==> src/rtl/cpu_pkg.sv <==
// cpu_pkg: shared CPU widths, opcodes and program-loader state encoding
package cpu_pkg;
  localparam int ADDR_W = 4;
  localparam int DATA_W = 8;
  localparam logic [3:0] OP_NOP = 4'h0;
  localparam logic [3:0] OP_LDI = 4'h1;
  localparam logic [3:0] OP_ADD = 4'h2;
  localparam logic [3:0] OP_SUB = 4'h3;
  localparam logic [3:0] OP_AND = 4'h4;
  localparam logic [3:0] OP_OR  = 4'h5;
  localparam logic [3:0] OP_JMP = 4'h6;
  localparam logic [3:0] OP_JZ  = 4'h7;
  typedef enum logic [1:0] {ST_IDLE, ST_LOAD, ST_RUN} ld_state_e;
endpackage

==> src/rtl/prog_ram.sv <==
// prog_ram: register-array program store with sync write, sync clear and async read
module prog_ram #(
  parameter int ADDR_W = 4,
  parameter int DATA_W = 8
) (
  input  logic              clk,
  input  logic              rst,
  input  logic              we,
  input  logic [ADDR_W-1:0] waddr,
  input  logic [DATA_W-1:0] wdata,
  input  logic [ADDR_W-1:0] raddr,
  output logic [DATA_W-1:0] rdata
);
  logic [DATA_W-1:0] mem [2**ADDR_W];
  always_ff @(posedge clk) begin
    if (rst) mem <= '{default: '0};
    else if (we) mem[waddr] <= wdata;
  end
  assign rdata = mem[raddr];
endmodule

==> src/rtl/prog_loader.sv <==
// prog_loader: streams a program into a writable store and gates the CPU until loading completes
module prog_loader import cpu_pkg::*; #(
  parameter int ADDR_W = cpu_pkg::ADDR_W,
  parameter int DATA_W = cpu_pkg::DATA_W,
  parameter int DEPTH  = 16
) (
  input  logic              clk,
  input  logic              rst,
  input  logic              load_en,
  input  logic              wr_valid,
  input  logic [DATA_W-1:0] wr_data,
  output logic              wr_ready,
  input  logic [ADDR_W-1:0] fetch_addr,
  output logic [DATA_W-1:0] fetch_instr,
  output logic              cpu_run,
  output logic [ADDR_W:0]   load_count,
  output logic              load_err
);
  localparam logic [ADDR_W:0] LAST = (ADDR_W+1)'(DEPTH-1);
  ld_state_e state, state_nxt;
  logic [ADDR_W-1:0] wr_ptr;
  logic [DATA_W-1:0] rdata;
  logic load_en_q, load_start, accept, enter;
  assign load_start = load_en & ~load_en_q;
  assign wr_ready = state == ST_LOAD;
  assign cpu_run = state == ST_RUN;
  assign accept = wr_valid & wr_ready;
  assign enter = state != ST_LOAD && state_nxt == ST_LOAD;
  always_comb begin
    state_nxt = state;
    state_nxt = state == ST_LOAD
      ? (((accept && load_count == LAST) || !load_en) ? ST_RUN : ST_LOAD)
      : (load_start ? ST_LOAD : state);
  end
  always_ff @(posedge clk) begin
    if (rst) begin
      state <= ST_IDLE;
      wr_ptr <= '0;
      load_count <= '0;
      load_err <= 1'b0;
      load_en_q <= 1'b0;
    end else begin
      state <= state_nxt;
      load_en_q <= load_en;
      if (enter) begin
        wr_ptr <= '0;
        load_count <= '0;
        load_err <= 1'b0;
      end else begin
        if (accept) begin
          wr_ptr <= wr_ptr + ADDR_W'(1);
          load_count <= load_count + (ADDR_W+1)'(1);
        end
        if (wr_valid && state != ST_LOAD) load_err <= 1'b1;
      end
    end
  end
  prog_ram #(.ADDR_W(ADDR_W), .DATA_W(DATA_W)) u_ram (
    .clk(clk),
    .rst(rst),
    .we(accept),
    .waddr(wr_ptr),
    .wdata(wr_data),
    .raddr(fetch_addr),
    .rdata(rdata)
  );
  // The CPU sees only no-ops until the program is complete.
  assign fetch_instr = cpu_run ? rdata : '0;
endmodule
==> config.mk <==
export PLATFORM = sky130hd
export DESIGN_NAME = prog_loader
export DESIGN_NICKNAME = d
export VERILOG_FILES = /design/src/rtl/cpu_pkg.sv /design/src/rtl/prog_ram.sv /design/src/rtl/prog_loader.sv
export SDC_FILE = /design/constraint.sdc
export NUM_CORES = 1
export LEC_CHECK = 0
export BUFFER_PORTS_ARGS = -buffer_cell sky130_fd_sc_hd__buf_2
export CAP_MARGIN = 10
export CELL_PAD_IN_SITES_DETAIL_PLACEMENT = 1
export CELL_PAD_IN_SITES_GLOBAL_PLACEMENT = 2
export CORE_ASPECT_RATIO = 1.75
export CORE_MARGIN = 2
export CORE_UTILIZATION = 41
export CTS_CLUSTER_DIAMETER = 30
export DETAILED_ROUTE_END_ITERATION = 6
export HOLD_SLACK_MARGIN = 0.12
export PLACE_DENSITY_LB_ADDON = 0.1
export SETUP_SLACK_MARGIN = 0.4
export SLEW_MARGIN = 20
export SYNTH_ARGS = -nofsm -noshare
export SYNTH_HDL_FRONTEND = slang
export SYNTH_SLANG_ARGS = --single-unit
==> constraint.sdc <==
create_clock -name clk -period 3.87 [get_ports clk]
set_input_delay 0.387 -clock clk [delete_from_list [all_inputs] [get_ports clk]]
set_output_delay 0.387 -clock clk [all_outputs]
set_load 0.02 [all_outputs]
==> flow_metrics.py <==
metrics = {
    "floorplan": {
        "die_area_um2": 16500,
        "initial_core_util_pct": 41.6,
        "fp.dieH_um": 169,
        "rows": 60,
        "ios": 32,
        "core-area_um2": 15200,
        "die-width_um": 98.0,
    },
    "setup_path": {
        "end_kind": "output pin",
        "cp-start-kind": "input pin",
        "cp.depth": 6,
        "cp_max_fo": 26,
        "r2r_setup_slack_ps": 1250,
        "slowest_stage": "nor2b_1",
        "crit-reg2reg-launch": "wr_ptr[0]",
        "cp.arrival_ps": 2640,
        "ff2ff_path_depth": 6,
        "reg2reg_to": "u_ram.mem[79]",
        "path_cells": "buf_2, nor2b_1, a22oi_1, a22o_1, a221o_1, buf_2",
        "startpoint": "fetch_addr[2]",
        "cpMostUsedCell": "buf_2",
        "crit_required_ps": 3480,
        "critPathMaxStageDelay_ps": 800,
        "critical-path-top-delay-family": "compound AO/OA/AOI/OAI gates",
        "cp-endpoint": "fetch_instr[6]",
        "path_buf_inv": 2,
        "crit_type": "in2out",
    },
    "timing": {
        "slew_headroom_pct": 40.2,
        "clock_skew_ps": 7.45,
        "fin_crit_sh_pct": 78.2,
        "setup_violations": 0,
        "tightestPinTransition_ps": 896,
        "finalMaxSlewViolations": 0,
        "max_freq_mhz": 331,
        "hold_viol": 0,
        "hold_ws_ps": 211,
        "rsz0062_at_grt": "false",
        "period_needed_ps": 3020,
        "fin_tns_setup_ps": 0,
    },
    "pwr": {
        "switchingPower_w": 0.000778,
        "p_leak_nw": 2.76,
        "p_sw_share_pct": 22.6,
        "p_comb_share_pct": 4.9,
        "power.total_w": 0.00344,
        "pwr-share-seq_pct": 42.7,
        "internal-power_w": 0.00266,
        "power_density_nw_per_um2": 477,
        "pwr-share-clk_pct": 52.4,
        "ir_worst_vdd_v": 0.000225,
    },
    "clocking": {
        "cts_buffer_depth": 2,
        "numCtsBuffers": 17,
        "cts_tree": "done",
        "cts.sinks": 141,
        "post_cts_resized": 0,
        "cts_setup_buffers": 0,
        "worstSkewPairLatency_ps": 420,
        "cts-hold-fix-buffers": 0,
        "root_buffer": "clkbuf_16",
        "path_clk_slew_ps": 60,
        "htree_levels": 4,
    },
    "synth": {
        "synthTopCellsByArea": "dfxtp_1 44%, mux2i_1 10%, a21oi_1 7.0%",
        "synth_edf_count": 0,
        "synth_cells": 701,
        "syn_area_um2": 6340,
        "synthArstFlopShare_pct": 0,
        "yosysWarnings": 0,
        "ys.flop_type": "dfxtp_1",
        "synth_commonest_cells": "141 x dfxtp_1, 91 x nand2_1, 89 x a21oi_1",
        "syn_avg_cell_area_um2": 9.05,
        "synth_most_common_cell": "dfxtp_1",
        "synth_top_area_share_pct": 44.5,
        "synth_top_area_cell": "dfxtp_1",
        "ys_ff_latch": 141,
        "seq_area_frac_synth_pct": 44.5,
        "syn-num-nets": 723,
        "synth_cell_types": 36,
    },
    "final_layout": {
        "nNetsFinal": 724,
        "syn_to_final_growth_pct": 13.6,
        "final.fill_count": 1762,
        "fin_util_pct": 47.3,
        "design_area_um2": 7200,
        "layout-drive-gt1-share_pct": 13.7,
        "seqCellArea_um2": 2820,
        "multi_input_area_um2": 3220,
        "antennaDiodeCount": 0,
    },
    "global_route": {
        "grt_pass1_wl_um": 31200,
        "antenna_found_initial": 0,
        "grt_max_degree": 85,
        "gr-total-overflow": 0,
        "grt_usage_pct": 24.4,
        "grt_pass1_vias": 5522,
    },
    "detailed_routing": {
        "finalWirelength_um": 19700,
        "routed_via_density": 5.82,
        "drt_pre_antenna_iters": 4,
        "remaining_drc_errors": 0,
        "drtIter0Drc": 207,
        "antenna_left": 0,
        "via_count": 5245,
        "wire_per_inst_um": 21.8,
    },
    "job": {
        "max_cap_viol_count": 0,
    },
    "placed_design": {
        "placedInstanceArea_um2": 6560,
        "gp_congestion": 0.834,
        "io_buffers": 31,
        "dpl.hpwl_um": 13200,
    },
    "hold_path": {
        "hold_class": "in2reg",
    },
    "run_status": {
        "status": "finished, final reports clean",
    },
}
layout by cell type, fill, tap and decap left out, types with 7 or more instances in the layout:
master,instances
dfxtp_1,141
o21ai_0,84
nor2b_1,7
a21oi_1,89
a22oi_1,9
mux4_2,19
nor2_1,70
nand2_1,91
buf_4,12
and3_1,7
mux2i_1,65
clkbuf_16,17
buf_2,30
state kept, by name (all words and copies together), names as in the netlist:
register	count
load_err	1
state	2
wr_ptr	4
load_en_q	1
u_ram.mem	128
load_count	5
worst min path at each step:
stage / startpoint / end / slack, ps / cells past startpoint
after floorplan: u_ram.mem[50] / u_ram.mem[50] / 450 / 2
after global placement: load_err / load_err / 450 / 2
after detailed placement: u_ram.mem[50] / u_ram.mem[50] / 470 / 2
after CTS: load_en / load_en_q / 200 / 2
after global routing: load_en / load_en_q / 220 / 2
final: load_en / load_en_q / 210 / 2
layout make-up:
| cell class | count | area share [%] |
|---|---|---|
| Inverter | 5 | 0.261 |
| Sequential cell | 141 | 39.2 |
| Timing Repair Buffer | 43 | 3.61 |
| Clock buffer | 19 | 6.01 |
| Clock inverter | 13 | 2.97 |
| Multi-Input combinational cell | 494 | 44.7 |
| Tap cell | 186 | 3.23 |
cells by family after synthesis:
kind of cell,after synthesis,share of synthesized area (%)
fa+ha+maj,6,1.18
simple gates,195,13.3
buf+inv,66,4.71
mux,87,18.2
flops,141,44.5
xor+xnor,6,0.828
compound gates,200,17.2
stage by stage:
step                instances  setup slack, ps
floorplan                 701             1690
global placement          869              936
detailed placement        869              894
CTS                       901              870
global route              901              765
finish                    901              845
routing by layer:
metal  wire [um]  GRT usage, %  part of all wire, %
met1        8040          27.5                   41
met2       10700          45.7                   54
met3         509          3.80                  2.6
met4         422          9.36                  2.1
met5           0             0                    0
power groups by stage:
stage / Combinational [W] / Clock, W / Sequential [W]
3_5_place_dp: 0.000169 / 0 / 0.00150
6_report: 0.000168 / 0.00180 / 0.00147
4_1_cts: 0.000170 / 0.00184 / 0.00147
2_1_floorplan: 0.000116 / 0 / 0.00150
3_3_place_gp: 0.000165 / 0 / 0.00150
5_1_grt: 0.000181 / 0.00190 / 0.00147
No activity file was read; power rests on OpenSTA's default activity.
